--- src/rtl/mem_bus_bridge_pkg.sv ---
// mem_bus_bridge_pkg
//   Shared types and constants for the datapath-to-memory-bus bridge.
//   - state_e        : bridge FSM encoding (also exported on the debug port)
//   - DEFAULT_TIMEOUT: cycles allowed in ADDR or WAIT_R before an abort
//   - TIMEOUT_RDATA  : word returned to the datapath when a read is aborted
//   - is_busy()      : true while a bus transaction is outstanding
package mem_bus_bridge_pkg;

  typedef enum logic [1:0] {
    ST_IDLE   = 2'd0,
    ST_ADDR   = 2'd1,
    ST_WAIT_R = 2'd2,
    ST_DONE   = 2'd3
  } state_e;

  localparam int          DEFAULT_TIMEOUT = 255;
  localparam logic [31:0] TIMEOUT_RDATA   = 32'h0;

  function automatic logic is_busy(input state_e s);
    return (s == ST_ADDR) || (s == ST_WAIT_R);
  endfunction

endpackage

--- src/rtl/mem_bus_bridge_if.sv ---
// mem_bus_bridge_if
//   External memory bus between the bridge (master) and memory (slave).
//   Signals: bus_valid, bus_ready, bus_we, bus_addr, bus_wdata (request),
//            bus_rvalid, bus_rdata (read response).
//
// Handshake: a request transfers on a rising clk edge where bus_valid and
// bus_ready are both 1; while bus_valid=1 and bus_ready=0 the master keeps
// bus_we/bus_addr/bus_wdata stable and does not withdraw bus_valid (except
// when it abandons the access on timeout). A read response has no
// back-pressure: it is a single-cycle bus_rvalid pulse with bus_rdata, taken
// by the master only while it is waiting for that response.
interface mem_bus_bridge_if #(
  parameter int ADDR_W = 32,
  parameter int DATA_W = 32
);
  logic              bus_valid;
  logic              bus_ready;
  logic              bus_we;
  logic [ADDR_W-1:0] bus_addr;
  logic [DATA_W-1:0] bus_wdata;
  logic              bus_rvalid;
  logic [DATA_W-1:0] bus_rdata;

  modport master (
    output bus_valid, bus_we, bus_addr, bus_wdata,
    input  bus_ready, bus_rvalid, bus_rdata
  );

  modport slave (
    input  bus_valid, bus_we, bus_addr, bus_wdata,
    output bus_ready, bus_rvalid, bus_rdata
  );
endinterface

--- src/rtl/mem_bus_bridge_sat_counter.sv ---
// sat_counter
//   Saturating up-counter used as the access timeout.
//   Ports: clk, reset (sync, active-low), clr_i (clear, wins over en_i),
//          en_i (count this cycle), tc_o (this enabled cycle is the MAX-th
//          consecutive one since the last clear).
module sat_counter #(
  parameter int MAX = 255
) (
  input  logic clk,
  input  logic reset,
  input  logic clr_i,
  input  logic en_i,
  output logic tc_o
);
  localparam int W = $clog2(MAX + 1);

  logic [W-1:0] cnt_q, cnt_d;

  always_comb begin
    cnt_d = cnt_q;
    if (clr_i) begin
      cnt_d = '0;
    end else if (en_i && (cnt_q != W'(MAX))) begin
      cnt_d = cnt_q + W'(1);
    end
  end

  always_ff @(posedge clk) begin
    if (!reset) cnt_q <= '0;
    else        cnt_q <= cnt_d;
  end

  // cnt_q holds the number of earlier enabled cycles, so MAX-1 marks the
  // MAX-th cycle; >= keeps the flag up once saturated.
  assign tc_o = en_i && (cnt_q >= W'(MAX - 1));

endmodule

--- src/rtl/mem_bus_bridge.sv ---
// mem_bus_bridge
//   Turns the multicycle datapath's single memory port into valid/ready bus
//   requests and stalls the control unit until each access completes.
//   Ports:
//     clk, reset            : clock, synchronous active-low reset
//     cpu_en/cpu_we         : access request (held while stalled) / write flag
//     cpu_addr/cpu_wdata    : byte address / store data
//     cpu_rdata             : last read word, held until the next read ends
//     cpu_stall             : freeze request, low in the single release cycle
//     bus                   : memory bus, master side
//     err_timeout/err_misal.: sticky error flags, cleared only by reset
//     dbg_state             : current FSM state
module mem_bus_bridge
  import mem_bus_bridge_pkg::*;
#(
  parameter int ADDR_W  = 32,
  parameter int DATA_W  = 32,
  parameter int TIMEOUT = DEFAULT_TIMEOUT
) (
  input  logic              clk,
  input  logic              reset,
  input  logic              cpu_en,
  input  logic              cpu_we,
  input  logic [ADDR_W-1:0] cpu_addr,
  input  logic [DATA_W-1:0] cpu_wdata,
  output logic [DATA_W-1:0] cpu_rdata,
  output logic              cpu_stall,
  mem_bus_bridge_if.master  bus,
  output logic              err_timeout,
  output logic              err_misalign,
  output state_e            dbg_state
);

  state_e            state_q, state_d;
  logic              bus_we_q, bus_we_d;
  logic [ADDR_W-1:0] bus_addr_q, bus_addr_d;
  logic [DATA_W-1:0] bus_wdata_q, bus_wdata_d;
  logic [DATA_W-1:0] cpu_rdata_q, cpu_rdata_d;
  logic              err_timeout_q, err_timeout_d;
  logic              err_misalign_q, err_misalign_d;
  logic              cnt_clr, cnt_en, cnt_tc;

  sat_counter #(.MAX(TIMEOUT)) u_timeout (
    .clk   (clk),
    .reset (reset),
    .clr_i (cnt_clr),
    .en_i  (cnt_en),
    .tc_o  (cnt_tc)
  );

  always_comb begin
    state_d        = state_q;
    bus_we_d       = bus_we_q;
    bus_addr_d     = bus_addr_q;
    bus_wdata_d    = bus_wdata_q;
    cpu_rdata_d    = cpu_rdata_q;
    err_timeout_d  = err_timeout_q;
    err_misalign_d = err_misalign_q;
    cnt_en         = is_busy(state_q);
    cnt_clr        = !is_busy(state_q);

    case (state_q)
      ST_IDLE: begin
        if (cpu_en) begin
          bus_addr_d  = {cpu_addr[ADDR_W-1:2], 2'b00};
          bus_we_d    = cpu_we;
          bus_wdata_d = cpu_wdata;
          if (cpu_addr[1:0] != 2'b00) err_misalign_d = 1'b1;
          state_d = ST_ADDR;
        end
      end
      ST_ADDR: begin
        // An accept in the last allowed cycle beats the timeout.
        if (bus.bus_ready) begin
          cnt_clr = 1'b1;
          state_d = bus_we_q ? ST_DONE : ST_WAIT_R;
        end else if (cnt_tc) begin
          err_timeout_d = 1'b1;
          if (!bus_we_q) cpu_rdata_d = DATA_W'(TIMEOUT_RDATA);
          state_d = ST_DONE;
        end
      end
      ST_WAIT_R: begin
        // Responses are only sampled here, so an rvalid coinciding with the
        // accept cycle, or arriving after an abort/reset, is dropped.
        if (bus.bus_rvalid) begin
          cpu_rdata_d = bus.bus_rdata;
          state_d     = ST_DONE;
        end else if (cnt_tc) begin
          err_timeout_d = 1'b1;
          cpu_rdata_d   = DATA_W'(TIMEOUT_RDATA);
          state_d       = ST_DONE;
        end
      end
      ST_DONE: begin
        state_d = ST_IDLE;
      end
      default: begin
        state_d = ST_IDLE;
      end
    endcase
  end

  always_ff @(posedge clk) begin
    if (!reset) begin
      state_q        <= ST_IDLE;
      bus_we_q       <= 1'b0;
      bus_addr_q     <= '0;
      bus_wdata_q    <= '0;
      cpu_rdata_q    <= '0;
      err_timeout_q  <= 1'b0;
      err_misalign_q <= 1'b0;
    end else begin
      state_q        <= state_d;
      bus_we_q       <= bus_we_d;
      bus_addr_q     <= bus_addr_d;
      bus_wdata_q    <= bus_wdata_d;
      cpu_rdata_q    <= cpu_rdata_d;
      err_timeout_q  <= err_timeout_d;
      err_misalign_q <= err_misalign_d;
    end
  end

  assign bus.bus_valid = (state_q == ST_ADDR);
  assign bus.bus_we    = bus_we_q;
  assign bus.bus_addr  = bus_addr_q;
  assign bus.bus_wdata = bus_wdata_q;

  // DONE is the one cycle the control FSM may advance; if cpu_en drops in
  // mid-access the bus transaction still finishes but nothing is frozen.
  assign cpu_stall    = cpu_en && (state_q != ST_DONE);
  assign cpu_rdata    = cpu_rdata_q;
  assign err_timeout  = err_timeout_q;
  assign err_misalign = err_misalign_q;
  assign dbg_state    = state_q;

endmodule

--- src/flat_wrapper.sv ---
// flat-port wrapper written by rule: the top's interface ports become plain ports
module mem_bus_bridge_flat import mem_bus_bridge_pkg::*;
#(
  parameter int ADDR_W  = 32,
  parameter int DATA_W  = 32,
  parameter int TIMEOUT = DEFAULT_TIMEOUT
)
  (clk, reset, cpu_en, cpu_we, cpu_addr, cpu_wdata, cpu_rdata, cpu_stall, err_timeout, err_misalign, dbg_state, bus_bus_valid, bus_bus_we, bus_bus_addr, bus_bus_wdata, bus_bus_ready, bus_bus_rvalid, bus_bus_rdata);
  mem_bus_bridge_if #(.ADDR_W(ADDR_W), .DATA_W(DATA_W)) bus_i ();
  input  logic clk;
  input  logic reset;
  input  logic cpu_en;
  input  logic cpu_we;
  input  logic [ADDR_W-1:0] cpu_addr;
  input  logic [DATA_W-1:0] cpu_wdata;
  output logic [DATA_W-1:0] cpu_rdata;
  output logic cpu_stall;
  output logic err_timeout;
  output logic err_misalign;
  output state_e dbg_state;
  output wire logic [$bits(bus_i.bus_valid)-1:0] bus_bus_valid;
  output wire logic [$bits(bus_i.bus_we)-1:0] bus_bus_we;
  output wire logic [$bits(bus_i.bus_addr)-1:0] bus_bus_addr;
  output wire logic [$bits(bus_i.bus_wdata)-1:0] bus_bus_wdata;
  input wire logic [$bits(bus_i.bus_ready)-1:0] bus_bus_ready;
  input wire logic [$bits(bus_i.bus_rvalid)-1:0] bus_bus_rvalid;
  input wire logic [$bits(bus_i.bus_rdata)-1:0] bus_bus_rdata;
  assign bus_bus_valid = bus_i.bus_valid;
  assign bus_bus_we = bus_i.bus_we;
  assign bus_bus_addr = bus_i.bus_addr;
  assign bus_bus_wdata = bus_i.bus_wdata;
  assign bus_i.bus_ready = bus_bus_ready;
  assign bus_i.bus_rvalid = bus_bus_rvalid;
  assign bus_i.bus_rdata = bus_bus_rdata;
  mem_bus_bridge #(.ADDR_W(ADDR_W), .DATA_W(DATA_W), .TIMEOUT(TIMEOUT)) u_core (.clk(clk), .reset(reset), .cpu_en(cpu_en), .cpu_we(cpu_we), .cpu_addr(cpu_addr), .cpu_wdata(cpu_wdata), .cpu_rdata(cpu_rdata), .cpu_stall(cpu_stall), .bus(bus_i), .err_timeout(err_timeout), .err_misalign(err_misalign), .dbg_state(dbg_state));
endmodule
--- config.mk ---
export PLATFORM = sky130hd
export DESIGN_NAME = mem_bus_bridge_flat
export DESIGN_NICKNAME = d
export VERILOG_FILES = /design/src/rtl/mem_bus_bridge_pkg.sv /design/src/rtl/mem_bus_bridge_if.sv /design/src/rtl/mem_bus_bridge_sat_counter.sv /design/src/rtl/mem_bus_bridge.sv /design/src/flat_wrapper.sv
export SDC_FILE = /design/constraint.sdc
export NUM_CORES = 1
export LEC_CHECK = 0
export CAP_MARGIN = 20
export CORE_AREA = 2 2 93 95
export CTS_CLUSTER_DIAMETER = 100
export DETAILED_ROUTE_END_ITERATION = 8
export DIE_AREA = 0 0 95 97
export DONT_BUFFER_PORTS = 1
export MAX_ROUTING_LAYER = met4
export PLACE_DENSITY = 0.63
export REMOVE_ABC_BUFFERS = 1
export SYNTH_ARGS = -nofsm -noshare
export SYNTH_HDL_FRONTEND = slang
export SYNTH_SLANG_ARGS = --single-unit
--- constraint.sdc ---
create_clock -name clk -period 3.85 [get_ports clk]
set_input_delay 0 -clock clk [delete_from_list [all_inputs] [get_ports clk]]
set_output_delay 0 -clock clk [all_outputs]
set_load 0.05 [all_outputs]
==> metrics.txt <==
endpoint of the lowest-slack register-to-register path u_core.dbg_state[0]; slack of the worst reg-to-reg path 1.10 ns; Period minus WS final 2.75 ns; final non-filler cell total 635; buffer depth of the longest clock path 2; average wire length per cell after detail routing 15.9 um; combinational fraction of design power 0.148; met1 GRT Util 0.238; setup TNS after final layout 0 ns; hold violation total from the final report 0; area share of the largest cell type after synthesis 0.540; number of remaining DRC errors 0; clock latency at the later pin of the worst-skew pair 0.36 ns; floorplan die width 95 um; share of the clock period used by the worst path 0.713; height of the die 97 um; pin count of the biggest net entering global routing 68; number of buffers inserted to repair setup after CTS 0; PD cells 477 nW/um^2; final estimated routing congestion in global placement 0.784; root buffer cell clkbuf_8; total routing usage reported by global routing 0.216; clk slew on worst S/H paths 0.10 ns; number of synthesized flops with an enable pin 0; TritonCTS clock tree yes; Sw Ratio 0.357; data required time of the worst path 4.10 ns; number of nets in the layout 634; start point of the critical path u_core.dbg_state[1]; DP HPWL 6230 um; number of antenna violations at the first check in global routing 0; busiest metal layer after global routing met2; Slew Viols, Final 0; end point of the critical path u_core.dbg_state[0]; Starting Density 0.487; netlist area before placement 3960 sq um; most frequent cells in the layout nand2_1, dfxtp_1, dlygate4sd3_1, a21oi_1, a22o_2; Crit Path Category register to register; Vias 3340; worst flop-to-flop path startpoint u_core.dbg_state[1]; CORE AREA 8130 sq um; number of clock buffers inserted by TritonCTS 9; area of the die 9220 sq um; data arrival time of the worst path 2.99 ns; Async S/R FF share, synth 0; highest clock rate 364 MHz; overflow left after global routing 0; number of placed instances with taps included 518; worst supply voltage drop on vdd 0.273 mV; worst-case headroom to the max-slew limit 0.366; Final setup viols 0; area of all placed cells without fillers 5180 sq um; Layout Skew 0.00770 ns; Leakage 1.97 nW; Clock Sinks 107; count of inserted antenna diode cells 0; met3 usage 0.0639; final wirelength 10100 um; clock network fraction of total power 0.263; worst hold-check path type input pin to register; post-synthesis sequential area ratio 0.540; cell type with the highest aggregate area in the netlist dfxtp_1; slew at the pin with the worst max-slew slack 0.949 ns; area growth from synthesis to layout 30.6%; Synthesis Warnings 0; number of primary I/O pins 205; cell area reported after detailed placement 3980 sq um; met2 routing resource usage after global routing 0.365; result of the run completed; deepest level of the CTS H-tree 3; Worst setup SP type register; standard-cell row count 33; share of cells above drive strength 1 0.100; via/cell ratio 5.26; dominant cells by area after synthesis dfxtp_1, nand2_1, a21oi_1; most common library cell in the layout ignoring fill and taps nand2_1; power spent charging and discharging nets 0.880 mW; Total Power 2.47 mW; distinct cell type count of the synthesized netlist 36; average cell area after synthesis 9.11 sq um; starting DRC count in detailed routing 130; setup repair after global routing missed its margin no; number of synthesized register bits 107; TritonRoute pass-1 iters 4; global-route wire length before repair 15500 um; maximum fanout encountered on the critical timing path 7; final antenna-violating net count 0; Synth Instances 435; flip-flop cell with the highest count after synthesis dfxtp_1; internal power 1.59 mW; Seq pwr share 0.590; Register-to-Register Path Depth 6; vias in the first global route 3156; Port Buf Inserts 0; category of the worst setup path capture point register; max-cap violation count 0; count of filler cells inserted in the layout 651
==> worst max-delay path, stage by stage, from the launching register on <==
cell           delay (ns)
dfxtp_1              0.74
inv_1                0.18
ha_1                 0.48
a2111oi_0            0.46
a21oi_1              0.09
o211a_1              0.14
dlygate4sd3_1        0.56
==> registers in the layout (all words and copies together), names as in the netlist <==
signal	count
u_core.cpu_rdata	32
u_core.bus.bus_we	1
u_core.bus.bus_addr	30
u_core.dbg_state	2
u_core.u_timeout.cnt_q	8
u_core.err_misalign	1
u_core.err_timeout	1
u_core.bus.bus_wdata	32
==> per-stage QoR <==
| stage | hold slack (ns) | worst slack, ns | utilization |
|---|---|---|---|
| final | 0.0154 | 1.10 | 0.636 |
| after global routing | 0.0290 | 0.934 | 0.636 |
| after CTS | 0.00235 | 1.10 | 0.636 |
| after detailed placement | 0.129 | 1.20 | 0.489 |
| after global placement | 0.126 | 1.23 | 0.489 |
| after floorplan | 0.126 | 1.14 | - |
==> kinds of logic (layout without fill, tap and decap cells) <==
group,count (synthesis),in the layout,synth area share
AO/OA/AOI/OAI,116,116,0.199
XOR/XNOR,4,4,0.00884
adder cells (fa/ha/maj),7,7,0.0221
buffers and inverters,37,131,0.0502
flip-flops,107,107,0.540
multiplexers,1,1,0.00253
other,1,2,0.000946
AND/OR/NAND/NOR,162,162,0.176
==> Yosys cell counts, types with 2 or more instances <==
library cell and count:
clkbuf_1 17, ha_1 7, buf_6 7, nor2_1 9, buf_1 3, o21ai_0 3, a2111oi_0 2, inv_1 8
buf_4 2, nand3_1 4, xnor2_1 4, nor3_1 6, dfxtp_1 107, a22o_2 22, nor2b_1 3, nand4_1 2
nand2_1 131, a41oi_1 2, a21oi_1 68, a22o_1 10, a211oi_1 3
==> layout make-up <==
| cell class | count | area [sq um] | share of cell area |
|---|---|---|---|
| clock buffer | 10 | 138 | 0.0266 |
| clock inverter | 6 | 48.8 | 0.00943 |
| inverter | 8 | 30.0 | 0.00580 |
| multi-input combinational | 292 | 1630 | 0.315 |
| sequential | 107 | 2140 | 0.414 |
| tap | 105 | 131 | 0.0254 |
| timing repair buffer | 107 | 1060 | 0.204 |
==> worst min path at each step <==
stage | from | to | slack, ns | cells after the start
5_1_grt | bus_bus_rvalid | u_core.err_timeout | 0.03 | 3
2_1_floorplan | bus_bus_rdata[15] | u_core.cpu_rdata[15] | 0.13 | 1
3_3_place_gp | bus_bus_rdata[5] | u_core.cpu_rdata[5] | 0.13 | 1
4_1_cts | bus_bus_rvalid | u_core.err_timeout | 0.002 | 3
3_5_place_dp | bus_bus_rdata[23] | u_core.cpu_rdata[23] | 0.13 | 1
6_report | bus_bus_rvalid | u_core.err_timeout | 0.02 | 3
==> power by group through the flow <==
| stage | combinational, mW | sequential, mW | clock, mW |
|---|---|---|---|
| 2_1_floorplan | 0.212 | 1.47 | 0 |
| 3_3_place_gp | 0.266 | 1.48 | 0 |
| 3_5_place_dp | 0.274 | 1.48 | 0 |
| 4_1_cts | 0.363 | 1.46 | 0.665 |
| 5_1_grt | 0.406 | 1.46 | 0.716 |
| 6_report | 0.364 | 1.46 | 0.648 |
==> routing by layer <==
metal | routed length, um | vias up
met4 | 151 | 0
met5 | 0 | -
met1 | 3910 | 1555
li1 | - | 1650
met3 | 698 | 14
met2 | 5320 | 121
==> what timing repair did <==
action | in CTS | in global routing
hold endpoints to repair | 106 | 0
hold buffers | 101 | 0
resized for setup | 0 | 0
Power figures use the tool's default switching activity.
